==> src/rtl/ir_byte_queue_pkg.sv <==
// ir_byte_queue_pkg: shared constants and helpers for the instruction byte queue.
// No ports; imported by the interface, the rotator and the queue top.
package ir_byte_queue_pkg;

    localparam int unsigned LINE_BYTES  = 16;
    localparam int unsigned QUEUE_BYTES = 64;
    localparam int unsigned PTR_W       = 6;
    localparam int unsigned OCC_W       = 7;
    localparam int unsigned ADDR_W      = 32;
    localparam int unsigned LEN_W       = 4;
    localparam int unsigned OFS_W       = 4;
    localparam int unsigned SLOT_W      = PTR_W - OFS_W;
    localparam int unsigned SLOTS       = QUEUE_BYTES / LINE_BYTES;
    localparam int unsigned LINE_W      = LINE_BYTES * 8;
    localparam int unsigned QUEUE_W     = QUEUE_BYTES * 8;

    // Round an address down to its 16-byte line base.
    function automatic logic [ADDR_W-1:0] line_align(input logic [ADDR_W-1:0] addr);
        return {addr[ADDR_W-1:OFS_W], OFS_W'(0)};
    endfunction

endpackage

==> src/rtl/ir_byte_queue_if.sv <==
// ir_byte_queue_if: fetch/decode side signals of the instruction byte queue.
//   master : drives FLUSH, FLUSH_EIP, LINE_V, LINE_DATA, CONSUME_V, CONSUME_LEN
//   slave  : drives LINE_RDY, FETCH_ADDR, IR_V, IR, EIP_OUT, OCC
interface ir_byte_queue_if;
    import ir_byte_queue_pkg::*;

    logic               FLUSH;
    logic [ADDR_W-1:0]  FLUSH_EIP;
    logic               LINE_V;
    logic [LINE_W-1:0]  LINE_DATA;
    logic               LINE_RDY;
    logic [ADDR_W-1:0]  FETCH_ADDR;
    logic               CONSUME_V;
    logic [LEN_W-1:0]   CONSUME_LEN;
    logic               IR_V;
    logic [LINE_W-1:0]  IR;
    logic [ADDR_W-1:0]  EIP_OUT;
    logic [OCC_W-1:0]   OCC;

    modport master (
        output FLUSH, FLUSH_EIP, LINE_V, LINE_DATA, CONSUME_V, CONSUME_LEN,
        input  LINE_RDY, FETCH_ADDR, IR_V, IR, EIP_OUT, OCC
    );

    modport slave (
        input  FLUSH, FLUSH_EIP, LINE_V, LINE_DATA, CONSUME_V, CONSUME_LEN,
        output LINE_RDY, FETCH_ADDR, IR_V, IR, EIP_OUT, OCC
    );

endinterface

==> src/rtl/ir_byte_queue_rotate64.sv <==
// ir_rotate64: combinational extractor of 16 consecutive bytes from a 64-byte ring.
//   ring_i   : 64 ring bytes, byte k at ring_i[8k+7:8k]
//   rd_ptr_i : byte index of the first byte to extract
//   ir_o     : extracted bytes, ir_o[7:0] = ring byte rd_ptr_i, wrapping modulo 64
module ir_rotate64
    import ir_byte_queue_pkg::*;
(
    input  logic [QUEUE_W-1:0] ring_i,
    input  logic [PTR_W-1:0]   rd_ptr_i,
    output logic [LINE_W-1:0]  ir_o
);

    // Index arithmetic is kept at PTR_W bits so it wraps at the ring end.
    always_comb begin : rotate
        logic [PTR_W-1:0] idx;
        idx  = '0;
        ir_o = '0;
        for (int i = 0; i < LINE_BYTES; i++) begin
            idx               = rd_ptr_i + PTR_W'(i);
            ir_o[8*i +: 8]    = ring_i[{idx, 3'b000} +: 8];
        end
    end

endmodule

==> src/rtl/ir_byte_queue.sv <==
// ir_byte_queue: 64-byte instruction byte queue between icache lines and decode.
//   clk, reset : clock and synchronous active-high reset
//   bus.slave  : line input (LINE_V/LINE_DATA/LINE_RDY/FETCH_ADDR),
//                decode window (IR_V/IR/EIP_OUT, CONSUME_V/CONSUME_LEN),
//                redirect (FLUSH/FLUSH_EIP) and occupancy debug (OCC)
module ir_byte_queue
    import ir_byte_queue_pkg::*;
#(
    parameter logic [31:0] RESET_EIP = 32'hFFFF_FFF0
)(
    input  logic          clk,
    input  logic          reset,
    ir_byte_queue_if.slave bus
);

    logic [LINE_W-1:0]  ring_q [SLOTS];
    logic [QUEUE_W-1:0] ring_flat;

    logic [OCC_W-1:0]   occ_q,    occ_d;
    logic [PTR_W-1:0]   wr_ptr_q, wr_ptr_d;
    logic [PTR_W-1:0]   rd_ptr_q, rd_ptr_d;
    logic [OFS_W-1:0]   skip_q,   skip_d;
    logic [ADDR_W-1:0]  eip_q,    eip_d;
    logic [ADDR_W-1:0]  fetch_q,  fetch_d;

    logic line_rdy_c;
    logic ir_v_c;
    logic accept_c;
    logic consume_c;
    logic [LINE_W-1:0] ir_c;

    // Handshake decode from current occupancy.
    always_comb begin
        line_rdy_c = (occ_q <= OCC_W'(QUEUE_BYTES - LINE_BYTES)) && !bus.FLUSH;
        ir_v_c     = (occ_q >= OCC_W'(LINE_BYTES));
        accept_c   = bus.LINE_V && line_rdy_c;
        consume_c  = bus.CONSUME_V && ir_v_c && (bus.CONSUME_LEN != '0);
    end

    // Next-state: redirect wins; otherwise accept and consume combine.
    // A line landing after a redirect to a mid-line address only contributes
    // the bytes at or after the redirect offset (skip).
    always_comb begin
        occ_d    = occ_q;
        wr_ptr_d = wr_ptr_q;
        rd_ptr_d = rd_ptr_q;
        skip_d   = skip_q;
        eip_d    = eip_q;
        fetch_d  = fetch_q;
        if (bus.FLUSH) begin
            occ_d    = '0;
            wr_ptr_d = '0;
            rd_ptr_d = PTR_W'(bus.FLUSH_EIP[OFS_W-1:0]);
            skip_d   = bus.FLUSH_EIP[OFS_W-1:0];
            eip_d    = bus.FLUSH_EIP;
            fetch_d  = line_align(bus.FLUSH_EIP);
        end else begin
            if (accept_c) begin
                wr_ptr_d = wr_ptr_q + PTR_W'(LINE_BYTES);
                fetch_d  = fetch_q + ADDR_W'(LINE_BYTES);
                skip_d   = '0;
                occ_d    = occ_d + OCC_W'(LINE_BYTES) - OCC_W'(skip_q);
            end
            if (consume_c) begin
                rd_ptr_d = rd_ptr_q + PTR_W'(bus.CONSUME_LEN);
                eip_d    = eip_q + ADDR_W'(bus.CONSUME_LEN);
                occ_d    = occ_d - OCC_W'(bus.CONSUME_LEN);
            end
        end
    end

    // Control state registers.
    always_ff @(posedge clk) begin
        if (reset) begin
            occ_q    <= '0;
            wr_ptr_q <= '0;
            rd_ptr_q <= PTR_W'(RESET_EIP[OFS_W-1:0]);
            skip_q   <= RESET_EIP[OFS_W-1:0];
            eip_q    <= RESET_EIP;
            fetch_q  <= line_align(RESET_EIP);
        end else begin
            occ_q    <= occ_d;
            wr_ptr_q <= wr_ptr_d;
            rd_ptr_q <= rd_ptr_d;
            skip_q   <= skip_d;
            eip_q    <= eip_d;
            fetch_q  <= fetch_d;
        end
    end

    // Ring data is never cleared; occupancy alone defines which bytes are valid.
    always_ff @(posedge clk) begin
        if (!reset && accept_c) begin
            ring_q[wr_ptr_q[PTR_W-1:OFS_W]] <= bus.LINE_DATA;
        end
    end

    assign ring_flat = {ring_q[3], ring_q[2], ring_q[1], ring_q[0]};

    ir_rotate64 u_rotate (
        .ring_i   (ring_flat),
        .rd_ptr_i (rd_ptr_q),
        .ir_o     (ir_c)
    );

    assign bus.LINE_RDY   = line_rdy_c;
    assign bus.FETCH_ADDR = fetch_q;
    assign bus.IR_V       = ir_v_c;
    assign bus.IR         = ir_c;
    assign bus.EIP_OUT    = eip_q;
    assign bus.OCC        = occ_q;

endmodule

==> src/flat_wrapper.sv <==
// flat-port wrapper written by rule: the top's interface ports become plain ports
module ir_byte_queue_flat import ir_byte_queue_pkg::*;
#(
    parameter logic [31:0] RESET_EIP = 32'hFFFF_FFF0
)
  (clk, reset, bus_FLUSH, bus_FLUSH_EIP, bus_LINE_V, bus_LINE_DATA, bus_CONSUME_V, bus_CONSUME_LEN, bus_LINE_RDY, bus_FETCH_ADDR, bus_IR_V, bus_IR, bus_EIP_OUT, bus_OCC);
  ir_byte_queue_if bus_i ();
  input  logic clk;
  input  logic reset;
  input wire logic [$bits(bus_i.FLUSH)-1:0] bus_FLUSH;
  input wire logic [$bits(bus_i.FLUSH_EIP)-1:0] bus_FLUSH_EIP;
  input wire logic [$bits(bus_i.LINE_V)-1:0] bus_LINE_V;
  input wire logic [$bits(bus_i.LINE_DATA)-1:0] bus_LINE_DATA;
  input wire logic [$bits(bus_i.CONSUME_V)-1:0] bus_CONSUME_V;
  input wire logic [$bits(bus_i.CONSUME_LEN)-1:0] bus_CONSUME_LEN;
  output wire logic [$bits(bus_i.LINE_RDY)-1:0] bus_LINE_RDY;
  output wire logic [$bits(bus_i.FETCH_ADDR)-1:0] bus_FETCH_ADDR;
  output wire logic [$bits(bus_i.IR_V)-1:0] bus_IR_V;
  output wire logic [$bits(bus_i.IR)-1:0] bus_IR;
  output wire logic [$bits(bus_i.EIP_OUT)-1:0] bus_EIP_OUT;
  output wire logic [$bits(bus_i.OCC)-1:0] bus_OCC;
  assign bus_i.FLUSH = bus_FLUSH;
  assign bus_i.FLUSH_EIP = bus_FLUSH_EIP;
  assign bus_i.LINE_V = bus_LINE_V;
  assign bus_i.LINE_DATA = bus_LINE_DATA;
  assign bus_i.CONSUME_V = bus_CONSUME_V;
  assign bus_i.CONSUME_LEN = bus_CONSUME_LEN;
  assign bus_LINE_RDY = bus_i.LINE_RDY;
  assign bus_FETCH_ADDR = bus_i.FETCH_ADDR;
  assign bus_IR_V = bus_i.IR_V;
  assign bus_IR = bus_i.IR;
  assign bus_EIP_OUT = bus_i.EIP_OUT;
  assign bus_OCC = bus_i.OCC;
  ir_byte_queue #(.RESET_EIP(RESET_EIP)) u_core (.clk(clk), .reset(reset), .bus(bus_i));
endmodule
==> config.mk <==
export PLATFORM = sky130hd
export DESIGN_NAME = ir_byte_queue_flat
export DESIGN_NICKNAME = d
export VERILOG_FILES = /design/src/rtl/ir_byte_queue_pkg.sv /design/src/rtl/ir_byte_queue_if.sv /design/src/rtl/ir_byte_queue_rotate64.sv /design/src/rtl/ir_byte_queue.sv /design/src/flat_wrapper.sv
export SDC_FILE = /design/constraint.sdc
export NUM_CORES = 2
export LEC_CHECK = 0
export ABC_AREA = 1
export ABC_CLOCK_PERIOD_IN_PS = 11300
export CAP_MARGIN = 5
export CORE_MARGIN = 1
export CORE_UTILIZATION = 30
export CTS_CLUSTER_SIZE = 20
export DETAILED_ROUTE_END_ITERATION = 8
export MAX_ROUTING_LAYER = met4
export PLACE_DENSITY = 0.45
export SETUP_SLACK_MARGIN = 0.4
export SYNTH_ARGS = -nofsm -noshare
export SYNTH_HDL_FRONTEND = slang
export SYNTH_SLANG_ARGS = --single-unit
==> constraint.sdc <==
create_clock -name clk -period 11.3 [get_ports clk]
set_input_delay 2.26 -clock clk [delete_from_list [all_inputs] [get_ports clk]]
set_output_delay 2.26 -clock clk [all_outputs]
set_load 0.1 [all_outputs]
==> metrics.md <==
| Metric | Value |
|---|---|
| Status | completed |
| Ranking of synthesized cells by area | edfxtp_1 31%, nand3_1 26%, nand2_1 16%, or2_2 3.7%, dfxtp_1 3.2% |
| FMAX | ~110 MHz |
| Post-synth EDFFs | approximately 510 |
| Critical path data arrival time | 6.89 ns |
| Cell Rows | between 100 and 150 |
| Worst-path fanout max | between 150 and 200 |
| Total Power | 10.36 mW |
| Worst stage delay on the critical path | about 1.3 ns |
| Post-DP HPWL | 204500 um |
| Clk buf depth | 3 |
| DRC | 0 |
| Synth Warn # | 0 |
| Core area | between 150000 and 200000 um^2 |
| Max-cap violations | 0 |
| WL/cell | 29.24 um |
| Multi-input gate area | a little under 30000 um^2 |
| Slew headroom | under 10% |
| Starting density of the core | a little under a third |
| Clk Latency, worst-skew pair | 0.71 ns |
| Largest net degree at the start of global routing | around 170 |
| PwrDens | 181.9 nW/um^2 |
| Cell Count, Final, Fillers Out | 9580 |
| Synth-to-layout area growth | 16.23% |
| CTS buffer count | 73 |
| WHS | approximately 0.46 ns |
| Setup TNS | 0 ns |
| CTS tree | done |
| Total GRT Usage | between 30% and 40% |
| Postcts setup bufs | 0 |
| Syn Inst Count | 7297 |
| Commonest non-fill, non-tap cell in the layout | nand3_1 |
| IR drop worst, VDD | around 0.21 mV |
| Ports | 370 |
| CP cell instances | buf_4, inv_8, ha_4, inv_6, buf_12, nand2_1, nand3_1, nand3_1, nand3_1, nand2_1, nand2_1, nand2_1, clkdlybuf4s50_1 |
| Min-Delay Path Depth | 2 |
| Setup Slack @ Placement | around 3.2 ns |
| Chip width | between 400 and 500 um |
| Area share of the largest cell type after synthesis | a little under a third |
| Syn_area_per_cell | approximately 6.7 um^2 |
| Port buffer count | approximately 370 |
| Antenna viol nets, final | 0 |
| Final Max Slew Viols | 0 |
| GP Congestion | between 1 and 1.5 |
| Dpl cells | 9426 |
| Crit Path Category | register to output port |
| Final setup fails | 0 |
| Root Buffer | clkbuf_16 |
| R2R depth | 8 |
| Hold crit path type | register to register |
| RSZ-0062 raised after global routing | no |
| Die height | a little over 400 um |
| Fill count | between 15000 and 20000 |
| PnR worst setup slack | ~2.1 ns |
| Final net count | between 7000 and 8000 |
| Commonest non-fill, non-tap cells in the layout | 2543 x nand3_1, 2076 x nand2_1, 512 x edfxtp_1, 365 x clkdlybuf4s50_1, 290 x o21ai_1 |
| Synthesized area | between 40000 and 50000 um^2 |
| CTS H-tree depth | 3 |
| Post-synthesis register bit count | roughly 600 |
| Cts hold-fix bufs | 0 |
| Req. time, crit path | around 9 ns |
| Tcrit/Tclk final | 80.98% |
| Setup Skew | 0.03822 ns |
| Post-CTS sizing | 0 |
| Final Hold Viols | 0 |
| GRT Residual Overflow | 0 |
| Number of global-route vias before repair | around 50000 |
| Synth cell types | between 40 and 50 |
| DRT iter0 DRCs | roughly 8100 |
| Drt first pass iters | 9 |
| CP most frequent cell | nand2_1 |
| Synth Flop Type | edfxtp_1 |
| Post-synthesis sequential area ratio | roughly 35% |
| Leak | ~23 nW |
| Worst-path clk slew | about 0.060 ns |
| Via-to-Cell Ratio | about 5.9 |
| Post-synthesis async set-or-reset flop share | 0% |
| Area of the die | approximately 160000 um^2 |
| Worst Setup End Kind | output port |
| Cell taking the most area after synthesis | edfxtp_1 |
| Final min period | about 9 ns |
| Register area | about 17000 um^2 |
| Routed WL | ~280000 um |
| CP max stage cell | clkdlybuf4s50_1 |
| CP Launch Type | register |
| Share of post-route cells with drive strength above 1 | under 10% |
| Total clock sinks | between 500 and 600 |
| First-pass GRT wire length | ~380000 um |
| Initial antenna violation count | 31 |
| Via count | 56120 |
| Slew @ Worst Pin | about 1.3 ns |
state kept, by name (all words and copies together) (netlist names):
signal                 count
u_core.bus.OCC             7
u_core.ring_q            512
u_core.wr_ptr_q            2
u_core.rd_ptr_q            6
u_core.bus.EIP_OUT        32
u_core.bus.FETCH_ADDR     28
u_core.skip_q              4
kinds of logic after synthesis:
group           share of synthesized area [%]
other cells                          0.007657
xor+xnor                                1.382
fa+ha+maj                               1.185
simple gates                            49.58
buf+inv                                 6.088
flops                                   34.62
compound gates                          7.131
Yosys cell counts (2+ instances only):
cell and number:
buf_4 13, o221ai_1 5, clkbuf_1 230, nor2_1 67, o21bai_1 6, nor3_1 27
or2_1 172, xor2_2 12, ha_1 40, nand2_2 2, nand2_1 2076, nand3b_1 3
or2_2 286, inv_1 145, or2_0 56, o2111ai_1 2, xor2_1 43, nand4_1 13
xnor2_1 12, clkinv_1 2, o21ai_2 22, fa_1 4, inv_2 21, a31oi_1 7
buf_2 157, nor4_1 2, dfxtp_1 79, o21ai_1 289, o21ai_0 254, and2_1 2
a21oi_1 47, o211ai_1 17, buf_6 20, edfxtp_1 512, buf_1 97, a21boi_0 2
nand3_1 2543
area by class of cell:
cell class                 instances  area share, %
timing repair buffer             483          8.150
clock inverter                    53          1.308
tap                             2160          4.748
multi-input combinational       6022          51.44
inverter                         170          1.189
antenna                           18        0.07913
clock buffer                      83          3.275
sequential                       591          29.81
metrics by stage:
stage          utilization, %  instance area, um^2
2_1_floorplan               -                48980
3_3_place_gp            33.64                54270
3_5_place_dp            33.64                54270
4_1_cts                 35.26                56880
5_1_grt                 35.28                56910
6_report                35.29                56920
critical path: cells and delay by family (launching register included):
kind / cells / cell delay (ns)
and+or+nand+nor: 7 / 1.23
buffers and inverters: 5 / 3.18
adders and majority gates: 1 / 0.70
DFF: 1 / 0.60
routing by layer:
layer / vias up / share of wire, % / GRT usage, %
met4: 0 / 5.4 / 16.01
met2: 3309 / 42 / 49.09
met1: 26910 / 42 / 44.61
li1: 25360 / - / -
met5: - / 0 / -
met3: 543 / 10 / 7.246
worst paths after layout:
path	from	endpoint	slack, ns
worst max-delay path	u_core.rd_ptr_q[1]$_SDFFE_PP0P_	bus_IR[47]	2.15
worst min-delay path	u_core.skip_q[2]$_SDFFE_PP0P_	u_core.skip_q[2]$_SDFFE_PP0P_	0.46
worst max register to register	u_core.rd_ptr_q[1]$_SDFFE_PP0P_	u_core.rd_ptr_q[1]$_SDFFE_PP0P_	6.95
worst min register to register	u_core.skip_q[2]$_SDFFE_PP0P_	u_core.skip_q[2]$_SDFFE_PP0P_	0.46
where the power goes:
part           internal, mW  total, mW  switching (mW)
clock network          1.49       2.58            1.09
logic                  1.24       5.31            4.07
registers              2.41       2.47          0.0534
Note: power is estimated with default switching activity, not from simulation.
